$ cat config.mk
export PLATFORM = sky130hd
export DESIGN_NAME = word_memory_sequencer
export DESIGN_NICKNAME = d
export VERILOG_FILES = /design/src/rtl/word_memory_sequencer_pkg.sv /design/src/rtl/word_memory_sequencer_byte_lane_mux.sv /design/src/rtl/word_memory_sequencer.sv
export SDC_FILE = /design/constraint.sdc
export NUM_CORES = 1
export LEC_CHECK = 0
export ABC_AREA = 1
export CAP_MARGIN = 15
export CORE_AREA = 2 2 155 172
export CTS_BUF_LIST = sky130_fd_sc_hd__clkbuf_4 sky130_fd_sc_hd__clkbuf_8
export DETAILED_ROUTE_END_ITERATION = 12
export DIE_AREA = 0 0 157 174
export GPL_TIMING_DRIVEN = 0
export PLACE_DENSITY_LB_ADDON = 0.2
export SLEW_MARGIN = 25
export SYNTH_ARGS = -nofsm -noshare
export SYNTH_HDL_FRONTEND = slang
export SYNTH_SLANG_ARGS = --single-unit
$ cat constraint.sdc
create_clock -name i_clk -period 2.2 [get_ports i_clk]
set_input_delay 0.22 -clock i_clk [delete_from_list [all_inputs] [get_ports i_clk]]
set_output_delay 0.22 -clock i_clk [all_outputs]
set_load 0.05 [all_outputs]
$ cat src/rtl/word_memory_sequencer_pkg.sv
// ---------------------------------------------------------------------------
// word_mem_seq_pkg
// Shared definitions for the multi-byte memory transfer engine:
//   - state_t      : sequencer state encoding (IDLE / XFER / DONE)
//   - OP_LOAD/STORE: transfer direction encoding of the Op input
//   - lane_index() : maps a byte index within a transfer to a word lane,
//                    honouring little- or big-endian lane order
// ---------------------------------------------------------------------------
package word_mem_seq_pkg;

    typedef enum logic [1:0] {
        S_IDLE = 2'd0,
        S_XFER = 2'd1,
        S_DONE = 2'd2
    } state_t;

    localparam logic OP_LOAD  = 1'b0;
    localparam logic OP_STORE = 1'b1;

    // Byte at base+idx lands in lane idx (little-endian) or len-idx (big-endian).
    function automatic int unsigned lane_index(input int unsigned idx,
                                               input int unsigned len,
                                               input bit          big_endian);
        int unsigned lane;
        if (big_endian) begin
            lane = len - idx;
        end else begin
            lane = idx;
        end
        return lane;
    endfunction

endpackage

$ cat src/rtl/word_memory_sequencer_byte_lane_mux.sv
// ---------------------------------------------------------------------------
// byte_lane_mux
// WORD_BYTES-wide byte lane selector used by the transfer engine.
//   Extract path : i_src_word, i_src_lane -> o_src_byte (store byte source)
//   Insert path  : i_dst_word with lane i_dst_lane replaced by i_dst_byte
//                  -> o_dst_word (load assembly)
// Purely combinational.
// ---------------------------------------------------------------------------
module byte_lane_mux #(
    parameter  int WORD_BYTES = 4,
    localparam int LEN_W      = $clog2(WORD_BYTES),
    localparam int DW         = 8 * WORD_BYTES
) (
    input  logic [DW-1:0]    i_src_word,
    input  logic [LEN_W-1:0] i_src_lane,
    output logic [7:0]       o_src_byte,
    input  logic [DW-1:0]    i_dst_word,
    input  logic [LEN_W-1:0] i_dst_lane,
    input  logic [7:0]       i_dst_byte,
    output logic [DW-1:0]    o_dst_word
);

    // Lane extract for stores and lane insert for loads.
    always_comb begin
        o_src_byte = i_src_word[{i_src_lane, 3'b000} +: 8];
        o_dst_word = i_dst_word;
        for (int l = 0; l < WORD_BYTES; l++) begin
            o_dst_word[8*l +: 8] = (i_dst_lane == LEN_W'(l)) ? i_dst_byte
                                                             : i_dst_word[8*l +: 8];
        end
    end

endmodule

$ cat src/rtl/word_memory_sequencer.sv
// ---------------------------------------------------------------------------
// word_memory_sequencer
// Moves 1..WORD_BYTES bytes between a word and a byte-wide memory, one byte
// per cycle at consecutive (wrapping) addresses.
// Ports:
//   i_clk, i_rst_n        clock, synchronous active-low reset
//   i_start, i_op, i_len  request, 0=load/1=store, byte count minus one
//   i_addr, i_wdata       base address, store word
//   i_sign_ext            load: sign-fill lanes above Len
//   o_mem_address/o_mem_data/o_mem_wr/o_mem_cs, i_mem_out   memory port
//   o_busy, o_done        in transfer, one-cycle completion pulse
//   o_rdata, o_next_addr  load result, Addr+Len+1
// All outputs are registered.
// ---------------------------------------------------------------------------
module word_memory_sequencer
    import word_mem_seq_pkg::*;
#(
    parameter  int WORD_BYTES = 4,
    parameter  int ADDR_W     = 16,
    parameter  int BIG_ENDIAN = 0,
    localparam int LEN_W      = $clog2(WORD_BYTES),
    localparam int DW         = 8 * WORD_BYTES
) (
    input  logic              i_clk,
    input  logic              i_rst_n,
    input  logic              i_start,
    input  logic              i_op,
    input  logic [LEN_W-1:0]  i_len,
    input  logic [ADDR_W-1:0] i_addr,
    input  logic [DW-1:0]     i_wdata,
    input  logic              i_sign_ext,
    output logic [ADDR_W-1:0] o_mem_address,
    output logic [7:0]        o_mem_data,
    output logic              o_mem_wr,
    output logic              o_mem_cs,
    input  logic [7:0]        i_mem_out,
    output logic              o_busy,
    output logic              o_done,
    output logic [DW-1:0]     o_rdata,
    output logic [ADDR_W-1:0] o_next_addr
);

    state_t              r_state;
    logic                r_op;
    logic                r_sign_ext;
    logic [LEN_W-1:0]    r_len;
    logic [LEN_W-1:0]    r_idx;
    logic [DW-1:0]       r_wdata;
    logic [DW-1:0]       r_asm;
    logic [DW-1:0]       r_rdata;
    logic [ADDR_W-1:0]   r_mem_address;
    logic [ADDR_W-1:0]   r_next_addr;
    logic [7:0]          r_mem_data;
    logic                r_mem_wr;
    logic                r_mem_cs;
    logic                r_busy;
    logic                r_done;

    logic [DW-1:0]       w_src_word;
    logic [LEN_W-1:0]    w_src_idx;
    logic [LEN_W-1:0]    w_src_len;
    logic [LEN_W-1:0]    w_src_lane;
    logic [LEN_W-1:0]    w_cur_lane;
    logic [7:0]          w_src_byte;
    logic [DW-1:0]       w_asm_ins;
    logic [DW-1:0]       w_asm_final;
    logic [7:0]          w_fill;

    // Store byte for the NEXT cycle: first byte of a new request, or the following byte.
    always_comb begin
        if (r_state == S_XFER) begin
            w_src_word = r_wdata;
            w_src_idx  = r_idx + LEN_W'(1);
            w_src_len  = r_len;
        end else begin
            w_src_word = i_wdata;
            w_src_idx  = {LEN_W{1'b0}};
            w_src_len  = i_len;
        end
        w_src_lane = LEN_W'(lane_index(32'(w_src_idx), 32'(w_src_len), BIG_ENDIAN != 0));
        w_cur_lane = LEN_W'(lane_index(32'(r_idx), 32'(r_len), BIG_ENDIAN != 0));
    end

    byte_lane_mux #(
        .WORD_BYTES (WORD_BYTES)
    ) u_lane_mux (
        .i_src_word (w_src_word),
        .i_src_lane (w_src_lane),
        .o_src_byte (w_src_byte),
        .i_dst_word (r_asm),
        .i_dst_lane (w_cur_lane),
        .i_dst_byte (i_mem_out),
        .o_dst_word (w_asm_ins)
    );

    // Final load word: lanes above Len take zero or the sign of lane Len's top bit.
    always_comb begin
        w_fill      = (r_sign_ext && w_asm_ins[{r_len, 3'b111}]) ? 8'hFF : 8'h00;
        w_asm_final = w_asm_ins;
        for (int l = 0; l < WORD_BYTES; l++) begin
            w_asm_final[8*l +: 8] = (LEN_W'(l) > r_len) ? w_fill : w_asm_ins[8*l +: 8];
        end
    end

    // Sequencer FSM with registered memory port, status and result outputs.
    always_ff @(posedge i_clk) begin
        if (!i_rst_n) begin
            r_state       <= S_IDLE;
            r_op          <= OP_LOAD;
            r_sign_ext    <= 1'b0;
            r_len         <= {LEN_W{1'b0}};
            r_idx         <= {LEN_W{1'b0}};
            r_wdata       <= {DW{1'b0}};
            r_asm         <= {DW{1'b0}};
            r_rdata       <= {DW{1'b0}};
            r_mem_address <= {ADDR_W{1'b0}};
            r_next_addr   <= {ADDR_W{1'b0}};
            r_mem_data    <= 8'h00;
            r_mem_wr      <= 1'b0;
            r_mem_cs      <= 1'b1;
            r_busy        <= 1'b0;
            r_done        <= 1'b0;
        end else begin
            case (r_state)
                // DONE accepts a new request exactly like IDLE, giving gap-free chaining.
                S_IDLE, S_DONE: begin
                    r_done <= 1'b0;
                    if (i_start) begin
                        r_state       <= S_XFER;
                        r_busy        <= 1'b1;
                        r_op          <= i_op;
                        r_len         <= i_len;
                        r_wdata       <= i_wdata;
                        r_sign_ext    <= i_sign_ext;
                        r_idx         <= {LEN_W{1'b0}};
                        r_asm         <= {DW{1'b0}};
                        r_mem_cs      <= 1'b0;
                        r_mem_wr      <= (i_op == OP_STORE);
                        r_mem_address <= i_addr;
                        r_mem_data    <= (i_op == OP_STORE) ? w_src_byte : 8'h00;
                    end else begin
                        r_state       <= S_IDLE;
                        r_busy        <= 1'b0;
                        r_mem_cs      <= 1'b1;
                        r_mem_wr      <= 1'b0;
                        r_mem_address <= {ADDR_W{1'b0}};
                        r_mem_data    <= 8'h00;
                    end
                end
                S_XFER: begin
                    r_asm <= w_asm_ins;
                    if (r_idx == r_len) begin
                        r_state       <= S_DONE;
                        r_busy        <= 1'b0;
                        r_done        <= 1'b1;
                        r_next_addr   <= r_mem_address + ADDR_W'(1);
                        r_mem_cs      <= 1'b1;
                        r_mem_wr      <= 1'b0;
                        r_mem_address <= {ADDR_W{1'b0}};
                        r_mem_data    <= 8'h00;
                        if (r_op == OP_LOAD) begin
                            r_rdata <= w_asm_final;
                        end else begin
                            r_rdata <= r_rdata;
                        end
                    end else begin
                        r_idx         <= r_idx + LEN_W'(1);
                        r_mem_address <= r_mem_address + ADDR_W'(1);
                        r_mem_data    <= (r_op == OP_STORE) ? w_src_byte : 8'h00;
                    end
                end
                default: begin
                    r_state       <= S_IDLE;
                    r_busy        <= 1'b0;
                    r_done        <= 1'b0;
                    r_mem_cs      <= 1'b1;
                    r_mem_wr      <= 1'b0;
                    r_mem_address <= {ADDR_W{1'b0}};
                    r_mem_data    <= 8'h00;
                end
            endcase
        end
    end

    assign o_mem_address = r_mem_address;
    assign o_mem_data    = r_mem_data;
    assign o_mem_wr      = r_mem_wr;
    assign o_mem_cs      = r_mem_cs;
    assign o_busy        = r_busy;
    assign o_done        = r_done;
    assign o_rdata       = r_rdata;
    assign o_next_addr   = r_next_addr;

endmodule

Yosys cells after proc, flatten, opt, wreduce, memory -nomap -nowiden
Index checks and enable logic that the tools add are counted.
- bits in registers: 148
- bits of input ports: 63
- word-level logic and storage cells: 81
- add/sub/neg operators: 2
- order comparisons: 5
- equal/unequal tests: 9
- shifts and indexed selects: 1
- mux-type cells: 37
- bitwise operators: 1
- reduce and logical (&&, ||, !) cells: 11
- operator list (kind ; number):
    8-bit 2-to-1 mux ; 13
    32-bit 2-to-1 mux ; 2
    32-bit case mux with 2 select lines ; 1
    16-bit 2-to-1 mux ; 2
    16-bit case mux with 2 select lines ; 1
    32-bit by 6-bit variable part select with 8-bit output ; 1
    16-bit by 1-bit adder with 16-bit output, second input constant ; 1
    8-bit case mux with 2 select lines ; 1
    2-bit 2-to-1 mux ; 4
    2-bit case mux with 2 select lines ; 2
    2-bit AND reduction ; 4
    1-bit 2-to-1 mux ; 7
    2-bit == test, second input constant ; 3
    5-bit by 6-bit < comparator with 1-bit output, second input constant ; 1
    1-bit case mux with 2 select lines ; 3
    3-bit AND reduction ; 2
    2-bit by 1-bit == test with 1-bit output, second input constant ; 2
    1-bit by 2-bit > comparator with 1-bit output, first input constant ; 2
    2-bit > comparator, first input constant ; 2
    2-bit zero test ; 2
    2-bit != test, second input constant ; 2
    2-bit by 1-bit adder with 2-bit output, second input constant ; 1
    1-bit binary-select mux with 2-bit select ; 1
    2-bit == test ; 1
    5 further kinds ; 5

Logic depth before layout (Yosys ltp)
Gate-level depths: netlist (run 1).
- word-level depth: 7
- mapped depth: 11
- gate-level depth less buffers: 10

Modules after synthesis
Synthesis (run 1) repeated with hierarchy kept, for this count alone.
- cell total of the unflattened synthesis: 1072
- area total of the unflattened synthesis: 7029.2 um^2
- by module, submodules not included (module ; times used ; cells an instance ; area an instance (um^2) ; seq. area each (um^2)):
    word_memory_sequencer ; 1 ; 887 ; 6187.2 ; 2942.8
    byte_lane_mux ; 1 ; 185 ; 842.1 ; 0.0

Least setup slack after synthesis (run 1)
OpenSTA, ideal clock, no wires.
- path type: flip-flop to flip-flop
- start: reg r_idx[0]
- end: reg r_rdata[23] (netlist: o_rdata[23])
- library setup time: 0.132 ns
- data arrival time: 1.796 ns
- slack: 0.272 ns
- stages on the path, launching flop included: 12
- path buffers: 1
- clock period less this slack: 1.928 ns
- cells stage by stage: dfxtp_1 > clkinv_1 > buf_1 > ha_1 > inv_1 > nand2_1 > nand3_1 > nand3_1 > nand3_1 > nand2_1 > nand2_1 > a21oi_1
- word-level cells in the longest chain between the ends: 7
- elaborated cells on any way between the ends: 15
- those cells by class: eq/ne: 4; mux: 8; reduce/logical: 3
- ends and longest elaborated chain (item ; line ; source):
    from (decl) ; word_memory_sequencer.sv:47 ; logic [LEN_W-1:0] r_idx;
    from (signal assigned) ; word_memory_sequencer.sv:112 ; r_idx <= {LEN_W{1'b0}};
    from (signal assigned) ; word_memory_sequencer.sv:135 ; r_idx <= {LEN_W{1'b0}};
    from (signal assigned) ; word_memory_sequencer.sv:167 ; r_idx <= r_idx + LEN_W'(1);
    2-bit by 1-bit == test with 1-bit output (tied with other cells) ; word_memory_sequencer_byte_lane_mux.sv:28 ; o_dst_word[8*l +: 8] = (i_dst_lane == LEN_W'(l)) ? i_dst_byte
    8-bit 2-to-1 mux ; word_memory_sequencer_byte_lane_mux.sv:28 ;
    1-bit binary-select mux with 2-bit select ; word_memory_sequencer.sv:98 ; w_fill = (r_sign_ext && w_asm_ins[{r_len, 3'b111}]) ? 8'hFF : 8'h00;
    1-bit 2-to-1 mux (not written as such) ; word_memory_sequencer.sv:98 ;
    1-bit logical AND ; word_memory_sequencer.sv:98 ;
    8-bit 2-to-1 mux ; word_memory_sequencer.sv:98 ;
    8-bit 2-to-1 mux ; word_memory_sequencer.sv:101 ; w_asm_final[8*l +: 8] = (LEN_W'(l) > r_len) ? w_fill : w_asm_ins[8*l +: 8];
    to (signal assigned) ; word_memory_sequencer.sv:115 ; r_rdata <= {DW{1'b0}};
    to (signal assigned) ; word_memory_sequencer.sv:162 ; r_rdata <= w_asm_final;
    to (signal assigned) ; word_memory_sequencer.sv:164 ; r_rdata <= r_rdata;
    to (decl) ; word_memory_sequencer.sv:50 ; logic [DW-1:0] r_rdata;
Parallel ways exist; a longest one is shown, timed or not. The select of a mux whose other input is x is not followed.
A chain may end at the register's enable or synchronous reset.

Worst setup path after layout (run 1)
- start: reg r_mem_address[3] (netlist: o_mem_address[3])
- end: out o_mem_address[3]
- RTL lines (item ; line ; source):
    from (decl) ; word_memory_sequencer.sv:51 ; logic [ADDR_W-1:0] r_mem_address;
    from (signal assigned) ; word_memory_sequencer.sv:116 ; r_mem_address <= {ADDR_W{1'b0}};
    from (signal assigned) ; word_memory_sequencer.sv:139 ; r_mem_address <= i_addr;
    from (signal assigned) ; word_memory_sequencer.sv:146 ; r_mem_address <= {ADDR_W{1'b0}};
    to (decl) ; word_memory_sequencer.sv:32 ; output logic [ADDR_W-1:0] o_mem_address,
No word-level cell between the ends.

==> reports/qor_table.md, run 1 <==
| Group | Result | Reported |
| --- | --- | --- |
| cts | Total clock buffers created by CTS | 17 |
| worst setup path | Delay of the slowest critical-path stage | 860 ps |
| floorplanning | Initial Util | 24.56% |
| global route | Global-route wire length before repair | 32900 um |
| finish | End-of-flow core utilization | 33.50% |
| place | Port Buf Inserts | 138 |
| timing | Transition time at the pin with the least slew margin | 754.7 ps |
| finish | Area taken by flip-flops and latches | 2944 um^2 |
| floorplanning | Die ar. | 27320 um^2 |
| worst setup path | CP startpoint kind | flip-flop |
| pwr | Power share of the clock group | 34.4% |
| drt | Post-DRT Antenna Nets | 0 |
| drt | Average wire per cell in the routed design | 14.55 um |
| global route | Pin count of the biggest net entering global routing | 17 |
| pwr | IR drop worst, VDD | 0.0003221 V |
| floorplanning | Num rows | 62 |
| cts | Clock tree from TritonCTS | done |
| synth | Sequential element share of the synthesized area | 46.67% |
| finish | Number of inserted filler cells in the final layout | 2841 |
| global route | Number of antenna violations at the first check in global routing | 0 |
| drt | DRC violation count after routing | 0 |
| pwr | Power share of the sequential group | 42.2% |
| drt | Via density per instance | 4.393 |
| worst setup path | Crit Path Category | reg2out |
| synth | Syn Inst Count | 891 |
| worst setup path | Ordered list of cells on the worst path | clkdlybuf4s50_1 |
| finish | Number of diodes added for antenna fixing | 0 |
| cts | Number of hold-repair buffers added at the cts stage | 0 |
| cts | Post-CTS setup buffers | 0 |
| global route | Overflow left after global routing | 0 |
| cts | Clock insertion delay at the later pin of the skew report | 470 ps |
| pwr | Power per unit of standard cell area | 819.7 nW/um^2 |
| drt | Total wirelength of the detailed-routed design | 20550 um |
| synth | Average cell area after synthesis | 7.077 um^2 |
| finish | Share of post-route cells with drive strength above 1 | 7.358% |
| drt | DRC violation total after the first TritonRoute iteration | 321 |
| drt | Routed via count | 6203 |
| worst setup path | Nature of the critical path endpoint | output pin |
| worst setup path | Combined buffer and inverter count along the critical path | 1 |
| cts | Clock Pin Slew Worst Setup and Hold Paths | 100 ps |
| synth | Number of warnings issued by yosys | 0 |
| timing | RSZ-0062 raised after global routing | false |
| timing | Pins over their slew limit | 0 |
| timing | Max-slew headroom | 49.50% |
| place | Placed Instance Area | 8128 um^2 |
| timing | Setup TNS | 0 ps |
| hold path | Path type of the worst min-delay path | in2reg |
| drt | Number of detailed-routing iterations run before antenna repair | 7 |
| synth | Synth Net Count | 959 |
| run | # Max-Cap Violations | 0 |
| floorplanning | Placeable Area | 25680 um^2 |
| timing | Part of the cycle the worst path needs | 90.78% |
| pwr | Overall power | 7051 uW |
| global route | Tot GR Track Use | 15.45% |
| pwr | Pint | 4694 uW |
| finish | Area added between synthesis and finish | 36.41% |
| cts | Clk buf depth | 2 |
| synth | Flops & latches, synth | 147 |
| synth | Number of distinct library cells after synthesis | 33 |
| synth | Post-synthesis cell type with the largest combined area | sky130_fd_sc_hd__dfxtp_1 |
| global route | Via count of the first global-routing pass | 6179 |
| worst setup path | Worst path required time | 1980 ps |
| pwr | Static Leakage | 0.003381 uW |
| synth | Leading cell types by total area after synthesis | sky130_fd_sc_hd__dfxtp_1 47%, sky130_fd_sc_hd__nand2_1 13%, sky130_fd_sc_hd__o21ai_0 8.2%, sky130_fd_sc_hd__nor2_1 7.7%, sky130_fd_sc_hd__a21oi_1 6.0% |
| pwr | Gate power share | 23.4% |
| finish | Final nets | 1115 |
| timing | F_max | 500.7 MHz |
| run status | Run status | completed |
| pwr | Net switching component of the power | 2357 uW |
| finish | Final design area excluding fillers | 8602 um^2 |
| finish | Multi-input gate area in the final layout | 2930 um^2 |
| timing | Max Clock Skew | 16.24 ps |
| floorplanning | Overall die height | 174 um |
| pwr | Sw Ratio | 33.42% |
| cts | Root buffer cell | sky130_fd_sc_hd__clkbuf_8 |
| place | HPWL after detailed placement | 15220 um |
| synth | Share of the synthesized area in the top cell type | 46.67% |
| cts | Level count of the clock H-tree | 4 |
| synth | Summed instance area of the synthesized netlist | 6306 um^2 |
| worst setup path | Cell type group with the largest total delay on the critical path | buffers and inverters |
| worst setup path | Master of the slowest instance on the critical path | sky130_fd_sc_hd__clkdlybuf4s50_1 |
| timing | Setup violations, final | 0 |
| floorplanning | Boundary Pins | 139 |
| worst setup path | Critical path fanouts, max | 6 |
| worst setup path | Setup slack, reg-to-reg | 270 ps |
| floorplanning | Horizontal die dimension | 157 um |
| worst setup path | Worst EP arrival | 1780 ps |
| cts | Clock sink count | 147 |
| timing | Clock period minus final worst setup slack | 1997 ps |
| place | Routability-driven placement congestion ratio | 0.8194 |
| timing | Final Hold Violating Endpoints | 0 |
## cell type report
type / instances / area share [%]
Sequential cell: 147 / 34.23
Multi-Input combinational cell: 630 / 34.07
Timing Repair Buffer: 138 / 16.06
Tap cell: 352 / 5.120
Inverter: 68 / 2.996
Clock buffer: 19 / 2.895
Buffer: 45 / 2.342
Clock inverter: 13 / 2.298
## Yosys cell counts
| cell type | number |
|---|---|
| sky130_fd_sc_hd__nand2_1 | 219 |
| sky130_fd_sc_hd__dfxtp_1 | 147 |
| sky130_fd_sc_hd__nor2_1 | 130 |
| sky130_fd_sc_hd__o21ai_0 | 103 |
| sky130_fd_sc_hd__a21oi_1 | 76 |
| sky130_fd_sc_hd__inv_1 | 61 |
| sky130_fd_sc_hd__nand3_1 | 40 |
| sky130_fd_sc_hd__clkbuf_1 | 23 |
| sky130_fd_sc_hd__buf_2 | 16 |
| sky130_fd_sc_hd__o221ai_1 | 7 |
| sky130_fd_sc_hd__o22ai_1 | 7 |
| sky130_fd_sc_hd__xor2_1 | 7 |
| sky130_fd_sc_hd__a22oi_1 | 5 |
| sky130_fd_sc_hd__ha_1 | 5 |
| sky130_fd_sc_hd__xnor2_1 | 5 |
| sky130_fd_sc_hd__buf_1 | 4 |
| sky130_fd_sc_hd__inv_2 | 4 |
| sky130_fd_sc_hd__nand2_2 | 4 |
| sky130_fd_sc_hd__or2_2 | 4 |
| sky130_fd_sc_hd__buf_4 | 3 |
| sky130_fd_sc_hd__clkinv_1 | 3 |
| sky130_fd_sc_hd__or2_1 | 3 |
| sky130_fd_sc_hd__nand4_1 | 2 |
| sky130_fd_sc_hd__nor2_2 | 2 |
| sky130_fd_sc_hd__nor3_1 | 2 |
| sky130_fd_sc_hd__o211ai_1 | 2 |
| sky130_fd_sc_hd__a211oi_1 | 1 |
| sky130_fd_sc_hd__and2_1 | 1 |
| sky130_fd_sc_hd__nand2_4 | 1 |
| sky130_fd_sc_hd__nand3_4 | 1 |
| sky130_fd_sc_hd__nand3b_1 | 1 |
| sky130_fd_sc_hd__nor2_4 | 1 |
| sky130_fd_sc_hd__o21bai_1 | 1 |
## what timing repair did
| item | 4_1_cts | 5_1_grt |
|---|---|---|
| setup endpoints to repair | 50 | 31 |
| pin swaps | 0 | 0 |
| resized for setup | 5 | 9 |
## stage by stage
step / setup WS, ps / std cells / hold WS (ps)
2_1_floorplan: 272.2 / 891 / 368.1
3_3_place_gp: -469.0 / 1381 / 443.6
3_5_place_dp: -460.1 / 1381 / 446.0
4_1_cts: 7.699 / 1413 / 291.4
5_1_grt: 66.32 / 1412 / 303.8
6_report: 202.8 / 1412 / 317.8
## logic make-up after synthesis
group / Yosys count / synth area share (%)
AOI/OAI and AO/OA: 202 / 16.94
xor gates and xnor gates: 12 / 1.667
adders and majority gates: 5 / 0.9921
buffers and inverters: 114 / 7.282
DFF: 147 / 46.67
and+or+nand+nor: 411 / 26.45
## worst reg2reg max path, cell delays in order, from the launching register on
cell	delay, ps
sky130_fd_sc_hd__dfxtp_1	430
sky130_fd_sc_hd__inv_1	90
sky130_fd_sc_hd__ha_1	310
sky130_fd_sc_hd__o21ai_2	210
sky130_fd_sc_hd__nor2_1	70
sky130_fd_sc_hd__nor2_2	190
sky130_fd_sc_hd__nand3_2	210
sky130_fd_sc_hd__nand2_1	170
sky130_fd_sc_hd__nand2_1	70
sky130_fd_sc_hd__a21oi_1	110
## routing by layer
layer / global-route usage [%] / wire length (um) / up-vias
li1: - / - / 3194
met5: 0 / 0 / -
met1: 19.60 / 9519 / 2855
met2: 25.60 / 9665 / 129
met3: 3.939 / 1041 / 25
met4: 4.817 / 324 / 0
## state kept, by name (all words and copies together), names as in the netlist
| name | cells |
|---|---|
| o_mem_wr | 1 |
| r_sign_ext | 1 |
| o_done | 1 |
| o_mem_data | 8 |
| o_mem_address | 16 |
| r_len | 2 |
| r_state | 2 |
| o_mem_cs | 1 |
| r_op | 1 |
| r_asm | 32 |
| o_rdata | 32 |
| r_wdata | 32 |
| r_idx | 2 |
| o_next_addr | 16 |
## path summary, 6_finish.rpt
| path | start | endpoint | depth (start not counted) |
|---|---|---|---|
| worst max register to register | r_idx[1] | o_rdata[23] | 9 |
| worst min register to register | o_mem_cs | o_mem_cs | 2 |
| worst max-delay path | o_mem_address[3] | o_mem_address[3] | 1 |
| worst min-delay path | i_addr[11] | o_mem_address[11] | 3 |
## layout by cell type (no fill, tap or decap), types with 2 or more instances in the layout
master and count:
sky130_fd_sc_hd__inv_1 61, sky130_fd_sc_hd__inv_6 5, sky130_fd_sc_hd__dfxtp_1 146, sky130_fd_sc_hd__clkbuf_1 22, sky130_fd_sc_hd__or2_2 4, sky130_fd_sc_hd__xnor2_1 5, sky130_fd_sc_hd__nand4_1 2, sky130_fd_sc_hd__inv_2 4
sky130_fd_sc_hd__o22ai_1 7, sky130_fd_sc_hd__clkdlybuf4s50_1 138, sky130_fd_sc_hd__clkinv_1 2, sky130_fd_sc_hd__clkbuf_8 17, sky130_fd_sc_hd__nor2_2 3, sky130_fd_sc_hd__o221ai_1 7, sky130_fd_sc_hd__o21ai_0 102, sky130_fd_sc_hd__a21oi_1 76
sky130_fd_sc_hd__o211ai_1 2, sky130_fd_sc_hd__buf_4 3, sky130_fd_sc_hd__nand3_1 37, sky130_fd_sc_hd__nand2_2 4, sky130_fd_sc_hd__a22oi_1 5, sky130_fd_sc_hd__nand3_2 3, sky130_fd_sc_hd__clkbuf_4 2, sky130_fd_sc_hd__xor2_1 7
sky130_fd_sc_hd__ha_2 2, sky130_fd_sc_hd__clkinv_4 3, sky130_fd_sc_hd__nand2_1 219, sky130_fd_sc_hd__buf_1 3, sky130_fd_sc_hd__ha_1 3, sky130_fd_sc_hd__or2_1 3, sky130_fd_sc_hd__nor2_1 129, sky130_fd_sc_hd__buf_2 16
sky130_fd_sc_hd__bufinv_16 4, sky130_fd_sc_hd__nor3_1 2
## power groups by stage
stage               sequential [uW]  combinational (uW)  clock (uW)
finish                         2970                1650        2430
global route                   3000                1830        2600
CTS                            2970                1670        2490
detailed placement             3030                1660           0
global placement               3030                1650           0
floorplan                      3370                 705           0
Note: power is estimated with default switching activity, not from simulation.
==> run 2: changes to the inputs <==
Settings changed: GPL_ROUTABILITY_DRIVEN from default to 0.
==> results of run 2 <==
Final layout, timing and power as in run 1 (identical DEF).
